[src/rtl/cart_bus_master_if.sv]
// DMG cartridge bus bundle: CPU-side req/ack handshake plus the cartridge slot
// signals. master = cart_bus_master, slave = requester and cartridge models.
interface cart_bus_master_if;
   logic        req;
   logic        we;
   logic [15:0] addr;
   logic [7:0]  wdata;
   logic        ack;
   logic [7:0]  rdata;
   logic        busy;
   logic [15:0] a;
   logic [7:0]  d_out;
   logic        d_oe;
   logic [7:0]  d_in;
   logic        nrd;
   logic        nwr;
   logic        ncs;

   modport master (
      input  req, we, addr, wdata, d_in,
      output ack, rdata, busy, a, d_out, d_oe, nrd, nwr, ncs
   );

   modport slave (
      output req, we, addr, wdata, d_in,
      input  ack, rdata, busy, a, d_out, d_oe, nrd, nwr, ncs
   );
endinterface

[src/rtl/cart_bus_master.sv]
// DMG cartridge bus initiator: one req/ack transaction becomes one timed
// IDLE->ADDR->STRB->HOLD bus cycle. Optional macro CART_RD_IDLE_EN: read-biased idle nrd.
module cart_bus_master #(
   parameter int unsigned STROBE_CYCLES = 2
) (
   input logic               clk,
   input logic               nrst,
   cart_bus_master_if.master bus
);

   typedef enum logic [1:0] {
      ST_IDLE = 2'd0,
      ST_ADDR = 2'd1,
      ST_STRB = 2'd2,
      ST_HOLD = 2'd3
   } state_t;

   localparam logic [3:0] STRB_LOAD = 4'(STROBE_CYCLES - 1);

`ifdef CART_RD_IDLE_EN
   localparam logic NRD_IDLE = 1'b0;
`else
   localparam logic NRD_IDLE = 1'b1;
`endif

   state_t      state_r;
   logic        we_r;
   logic [3:0]  cnt_r;
   logic [15:0] a_r;
   logic [7:0]  d_out_r;
   logic        d_oe_r;
   logic [7:0]  rdata_r;
   logic        nrd_r;
   logic        nwr_r;
   logic        ncs_r;
   logic        ack_r;
   logic        busy_r;
   logic        ram_hit_s;

   // External RAM / WRAM-echo window that needs ncs
   assign ram_hit_s = (a_r >= 16'hA000) && (a_r <= 16'hFDFF);

   // Bus-cycle sequencer; every output is a register updated here
   always_ff @(posedge clk or negedge nrst) begin
      if (!nrst) begin
         state_r <= ST_IDLE;
         we_r    <= 1'b0;
         cnt_r   <= 4'd0;
         a_r     <= 16'h0000;
         d_out_r <= 8'h00;
         d_oe_r  <= 1'b0;
         rdata_r <= 8'h00;
         nrd_r   <= 1'b1;
         nwr_r   <= 1'b1;
         ncs_r   <= 1'b1;
         ack_r   <= 1'b0;
         busy_r  <= 1'b0;
      end else begin
         case (state_r)
            ST_IDLE: begin
               ack_r <= 1'b0;
               if (bus.req) begin
                  a_r    <= bus.addr;
                  we_r   <= bus.we;
                  d_oe_r <= bus.we;
                  if (bus.we) begin
                     d_out_r <= bus.wdata;
                  end else begin
                     d_out_r <= d_out_r;
                  end
                  // A write lifts a read-biased idle nrd before the strobe
                  nrd_r   <= NRD_IDLE | bus.we;
                  busy_r  <= 1'b1;
                  state_r <= ST_ADDR;
               end else begin
                  nrd_r   <= NRD_IDLE;
                  state_r <= ST_IDLE;
               end
            end
            ST_ADDR: begin
               cnt_r   <= STRB_LOAD;
               nrd_r   <= we_r;
               nwr_r   <= ~we_r;
               ncs_r   <= ~ram_hit_s;
               state_r <= ST_STRB;
            end
            ST_STRB: begin
               if (cnt_r == 4'd0) begin
                  nrd_r   <= NRD_IDLE | we_r;
                  nwr_r   <= 1'b1;
                  ncs_r   <= 1'b1;
                  ack_r   <= 1'b1;
                  if (!we_r) begin
                     rdata_r <= bus.d_in;
                  end else begin
                     rdata_r <= rdata_r;
                  end
                  state_r <= ST_HOLD;
               end else begin
                  cnt_r   <= cnt_r - 4'd1;
                  state_r <= ST_STRB;
               end
            end
            ST_HOLD: begin
               ack_r   <= 1'b0;
               d_oe_r  <= 1'b0;
               busy_r  <= 1'b0;
               nrd_r   <= NRD_IDLE;
               state_r <= ST_IDLE;
            end
            default: begin
               ack_r   <= 1'b0;
               d_oe_r  <= 1'b0;
               busy_r  <= 1'b0;
               nrd_r   <= 1'b1;
               nwr_r   <= 1'b1;
               ncs_r   <= 1'b1;
               state_r <= ST_IDLE;
            end
         endcase
      end
   end

   assign bus.a     = a_r;
   assign bus.d_out = d_out_r;
   assign bus.d_oe  = d_oe_r;
   assign bus.rdata = rdata_r;
   assign bus.nrd   = nrd_r;
   assign bus.nwr   = nwr_r;
   assign bus.ncs   = ncs_r;
   assign bus.ack   = ack_r;
   assign bus.busy  = busy_r;

endmodule

[src/flat_wrapper.sv]
// flat-port wrapper written by rule: the top's interface ports become plain ports
module cart_bus_master_flat 
#(
   parameter int unsigned STROBE_CYCLES = 2
)
  (clk, nrst, bus_req, bus_we, bus_addr, bus_wdata, bus_d_in, bus_ack, bus_rdata, bus_busy, bus_a, bus_d_out, bus_d_oe, bus_nrd, bus_nwr, bus_ncs);
  cart_bus_master_if bus_i ();
  input logic clk;
  input logic nrst;
  input wire logic [$bits(bus_i.req)-1:0] bus_req;
  input wire logic [$bits(bus_i.we)-1:0] bus_we;
  input wire logic [$bits(bus_i.addr)-1:0] bus_addr;
  input wire logic [$bits(bus_i.wdata)-1:0] bus_wdata;
  input wire logic [$bits(bus_i.d_in)-1:0] bus_d_in;
  output wire logic [$bits(bus_i.ack)-1:0] bus_ack;
  output wire logic [$bits(bus_i.rdata)-1:0] bus_rdata;
  output wire logic [$bits(bus_i.busy)-1:0] bus_busy;
  output wire logic [$bits(bus_i.a)-1:0] bus_a;
  output wire logic [$bits(bus_i.d_out)-1:0] bus_d_out;
  output wire logic [$bits(bus_i.d_oe)-1:0] bus_d_oe;
  output wire logic [$bits(bus_i.nrd)-1:0] bus_nrd;
  output wire logic [$bits(bus_i.nwr)-1:0] bus_nwr;
  output wire logic [$bits(bus_i.ncs)-1:0] bus_ncs;
  assign bus_i.req = bus_req;
  assign bus_i.we = bus_we;
  assign bus_i.addr = bus_addr;
  assign bus_i.wdata = bus_wdata;
  assign bus_i.d_in = bus_d_in;
  assign bus_ack = bus_i.ack;
  assign bus_rdata = bus_i.rdata;
  assign bus_busy = bus_i.busy;
  assign bus_a = bus_i.a;
  assign bus_d_out = bus_i.d_out;
  assign bus_d_oe = bus_i.d_oe;
  assign bus_nrd = bus_i.nrd;
  assign bus_nwr = bus_i.nwr;
  assign bus_ncs = bus_i.ncs;
  cart_bus_master #(.STROBE_CYCLES(STROBE_CYCLES)) u_core (.clk(clk), .nrst(nrst), .bus(bus_i));
endmodule
[config.mk]
export PLATFORM = sky130hd
export DESIGN_NAME = cart_bus_master_flat
export DESIGN_NICKNAME = d
export VERILOG_FILES = /design/src/rtl/cart_bus_master_if.sv /design/src/rtl/cart_bus_master.sv /design/src/flat_wrapper.sv
export SDC_FILE = /design/constraint.sdc
export NUM_CORES = 1
export LEC_CHECK = 0
export ABC_AREA = 1
export ABC_CLOCK_PERIOD_IN_PS = 1500
export CORE_MARGIN = 5
export CORE_UTILIZATION = 43
export DETAILED_ROUTE_END_ITERATION = 10
export HOLD_SLACK_MARGIN = 0.05
export PLACE_DENSITY = 0.86
export SETUP_SLACK_MARGIN = 0.5
export SLEW_MARGIN = 20
export SYNTH_ARGS = -nofsm -noshare
export SYNTH_HDL_FRONTEND = slang
export SYNTH_SLANG_ARGS = --single-unit
[constraint.sdc]
create_clock -name clk -period 1.5 [get_ports clk]
set_input_delay 0.3 -clock clk [delete_from_list [all_inputs] [get_ports clk]]
set_output_delay 0.3 -clock clk [all_outputs]
set_load 0.02 [all_outputs]
After elaboration in Yosys (flattened, before gate mapping)
Cells that the tools add are included. Widths: inputs -> output; s select.

Add/subtract/negate cells: 1. Magnitude comparators: 2. Muxes and demuxes: 14. Eq/ne operators: 6. Reductions and logical operators: 14. Bitwise operators: 2.

Operator list (count): $ge 16x16->1 const B (1); $le 16x16->1 const B (1); $pmux 1 s2 (5); $reduce_and 2->1 (5); $pmux 2 s4 (1); $pmux 4 s2 (1); $reduce_and 3->1 (2); $reduce_bool 2->1 (3); $mux 1 (5); $eq 2x2->1 const B (2); $logic_not 4->1 (1); $mux 4 (1); $ne 2x2->1 const B (2); $sub 4x1->4 const B (1); $pmux 1 s3 (1); $eq 2x1->1 const B (1); $logic_not 2->1 (1); $ne 2x1->1 const B (1); $not 1->1 (2); $reduce_or 2->1 (1); $logic_and 1x1->1 (1).

Word-level logic and storage cells: 51. Input bits: 36. Register bits: 45.

Depth between registers and ports, before layout
Word-level depth: 4. Gate-level depth with buffers: 9. Mapped depth without buffers: 9.

Least setup slack after synthesis
OpenSTA, ideal clock, no wires.

Path kind: reg-to-reg. Start point: register u_core.state_r[0]. End point: register u_core.cnt_r[2]. Setup slack: 0.147 ns. Library setup time: 0.120 ns. Arrival: 1.234 ns. Stages on the path, launching flop included: 10. Data required time: 1.380 ns. Cells stage by stage: dfrtp_1 -> inv_1 -> ha_1 -> buf_4 -> nor2_1 -> inv_1 -> nand2_1 -> nand2_1 -> o21ai_0 -> inv_1.

Cells in the longest elaborated chain, start to end: 3. Elaborated cells between the ends (all ways): 6. Those cells by class: eq/ne: 3; mux: 1; reduce/logical: 2.

Ends and longest elaborated chain: start, declared (line cart_bus_master.sv:26) `state_t state_r;`; start signal, assigned (line cart_bus_master.sv:46) `state_r <= ST_IDLE;`; start signal, assigned (line cart_bus_master.sv:74) `state_r <= ST_ADDR;`; start signal, assigned (line cart_bus_master.sv:77) `state_r <= ST_IDLE;`; $eq 2x2->1 or $eq 2x1->1 (tied branches) (line cart_bus_master.sv:59) `case (state_r)`; $ne 2x2->1 (no line) or $reduce_bool 2->1 (tied branches); $reduce_and 2->1 (no line); end signal, assigned (line cart_bus_master.sv:100) `cnt_r <= cnt_r - 4'd1;`; end, declared (line cart_bus_master.sv:28) `logic [3:0] cnt_r;`.

Parallel ways exist; a longest one is shown, timed or not. A chain may end at the register's enable or synchronous reset.

Final worst setup path
Start point: register u_core.state_r[1]. End point: register u_core.cnt_r[2].

The elaborated chain is that of the path after synthesis.

==> qor.yml <==
status:
  status: "finished with violations"
  violations: "hold timing"
run:
  cap_violations: 0
synthesis:
  synth_nets: 257
  yosysWarnings: 0
  syn-cell-area_um2: 1950
  yosys.cell_types.count: 22
  netlist_instances: 215
  ys_seq_area_frac: 0.581
  yosys_most_used_dff: "dfrtp_1"
  synth-edff-count: 0
  syn_area_per_cell_um2: 9.05
  ys_ff_latch: 45
  postSynth.asyncResetShare: 1.00
die:
  design.core.area_um2: 4380
  die_x_um: 77.3
  initial_utilization: 0.444
  dieArea_um2: 5970
  pin_count: 74
  die_h_um: 77.3
  rows: 24
grt:
  grt_max_degree: 29
  grt_antenna_before_repair: 0
  grt_pass1_wl_um: 9870
  grt_pass1_vias: 2034
  grt_usage: 0.211
  grt_overflow_total: 0
sta:
  clock_skew_ps: 11.5
  slew_headroom: 0.695
  rsz0062_at_grt: "yes"
  slew_violations: 0
  min_period_ps: 1400
  fmax_ghz: 0.713
  min_period_over_period: 0.934
  whs_ps: -67.3
  worst_pin_slew_ps: 458
  fin_setup_tns_ps: 0
  setup_slack_ps: 98.3
  setup_viol: 0
  final-hold-violation-count: 14
setup_path:
  path_max_fanout: 4
  worst_ep_required_time_ps: 1690
  cp-end-kind: "flop"
  crit_arrival_ps: 1590
  worstSetupPathType: "reg -> reg"
  startpoint_type: "flop"
clock_tree:
  root_buffer: "clkbuf_8"
  clk_pin_slew_ps: 90
  cts.sinks: 45
  cts_buffers: 5
  clk_path_buf_depth: 2
  clock_latency_ps: 300
  htree_levels: 2
  cts_tree: "built"
detailed_routing:
  wl_per_cell_um: 20.4
  ant_nets: 0
  drt-total-wl_um: 8120
  drtIter0Drc: 126
  num_vias: 2066
  drc: 0
  routed_via_density: 5.20
  first_pass_iters: 4
cells_and_area:
  drive_gt1_frac: 0.571
  design_area_um2: 3830
  insertedDiodeCount: 0
  syn_to_final_growth_pct: 96.9
  fin_nets: 386
power:
  internal_power_uw: 5150
  switching_share: 0.434
  power.density_nw_per_um2: 2380
  p_sw_uw: 3960
  p_clk_frac: 0.082
  p_seq_frac: 0.261
  ir_drop_mv: 1.46
  power_frac_comb: 0.658
  p_leak_uw: 0.00189
place:
  gp_congestion: 0.773
  pre_cts_ws_ps: 71.1
  port-buffer-count: 73
  placed_area_um2: 2820
  dp_hpwl_um: 3580
worst_hold_path:
  hold_path.class: "in -> async"
-- metal layers --
layer	routed length, um	up-vias	share of wire	GRT usage
li1	-	928	-	-
met1	3000	1000	0.37	0.231
met2	4350	107	0.54	0.391
met3	466	31	0.057	0.0609
met4	298	0	0.037	0.0584
met5	0	-	0	0
-- cells in the mapped netlist, types with 2 or more instances --
cell type,instances,area share
inv_2,2,0.0039
ha_1,6,0.039
buf_2,2,0.0051
dfrtp_1,42,0.54
inv_1,23,0.044
nor2_1,3,0.0058
o21ai_0,11,0.028
o21ai_2,8,0.036
buf_4,2,0.0077
dfstp_2,3,0.041
a21oi_1,3,0.0077
nand3_1,13,0.033
nand2_2,3,0.0096
nand2_1,86,0.17
-- placed cells by master, fill, tap and decap left out, types with 4 or more instances in the layout --
| cell type | synthesis | routed |
|---|---|---|
| buf_12 | 0 | 5 |
| buf_4 | 2 | 35 |
| buf_6 | 1 | 47 |
| clkbuf_8 | 0 | 5 |
| clkdlybuf4s50_1 | 0 | 34 |
| dfrtp_1 | 42 | 42 |
| inv_1 | 23 | 18 |
| inv_2 | 2 | 5 |
| nand2_1 | 86 | 31 |
| nand2_2 | 3 | 42 |
| nand2_4 | 0 | 14 |
| nand3_1 | 13 | 6 |
| nand3_2 | 0 | 5 |
| nand3_4 | 1 | 4 |
| o21ai_1 | 0 | 8 |
| o21ai_2 | 8 | 11 |
-- logic make-up after synthesis --
group | after synthesis | synth area share
fa+ha+maj | 6 | 0.0386
compound gates | 24 | 0.0791
flops | 45 | 0.581
simple gates | 109 | 0.233
buf+inv | 31 | 0.0688
-- sequential cells by signal (all words and copies together) (netlist names), 2 cells and up --
| name | flops |
|---|---|
| u_core.bus.a | 16 |
| u_core.bus.d_out | 8 |
| u_core.bus.rdata | 8 |
| u_core.cnt_r | 4 |
| u_core.state_r | 2 |
-- worst paths after layout --
kind	startpoint	end	slack (ps)	depth (start not counted)
max	u_core.state_r[1]	u_core.cnt_r[2]	100	9
min	nrst	u_core.bus.a[10]	-70	1
max reg2reg	u_core.state_r[1]	u_core.cnt_r[2]	100	9
min reg2reg	u_core.bus.rdata[4]	u_core.bus.rdata[4]	510	2
max in group asynchronous	nrst	u_core.we_r	1040	2
min in group clk	u_core.bus.rdata[4]	u_core.bus.rdata[4]	510	2
-- cell type report --
class / count / area, um2
repair buffers: 126 / 1340
flip-flops and latches: 45 / 1130
multi-input cells: 141 / 1110
fillers: 169 / 553
inverters: 25 / 106
clock buffers: 7 / 76.3
well taps: 52 / 65.1
clock inverters: 1 / 5.00
-- power groups by stage --
stage / Clock, uW / Combinational [uW] / Sequential (uW)
2_1_floorplan: 0 / 1410 / 2820
3_3_place_gp: 0 / 3330 / 2230
3_5_place_dp: 0 / 3460 / 2250
4_1_cts: 729 / 4870 / 2300
5_1_grt: 796 / 6280 / 2430
6_report: 745 / 5990 / 2370
-- repair_timing --
item	in CTS	in global routing
hold endpoints to repair	14	14
resized for setup	284	61
pin swaps	9	16
setup buffers	29	16
setup endpoints to repair	82	82
cloned	6	0
-- critical path: stages, from the launching register on --
cell and delay (ps):
dfrtp_1 430, inv_2 110, ha_1 170, inv_1 70
nor2_4 180, inv_2 80, nand2_1 60, nand2_1 40
o21ai_1 70, inv_1 70
-- metrics by stage --
step / total power (uW) / utilization / hold slack [ps] / instances
after floorplan: 4240 / - / 4.41 / 215
after global placement: 5560 / 0.642 / 259 / 338
after detailed placement: 5700 / 0.642 / 277 / 338
after CTS: 7900 / 0.792 / -42.2 / 381
after global routing: 9510 / 0.874 / -45.9 / 397
final: 9110 / 0.874 / -67.3 / 397
Note: power is estimated with default switching activity, not from simulation.
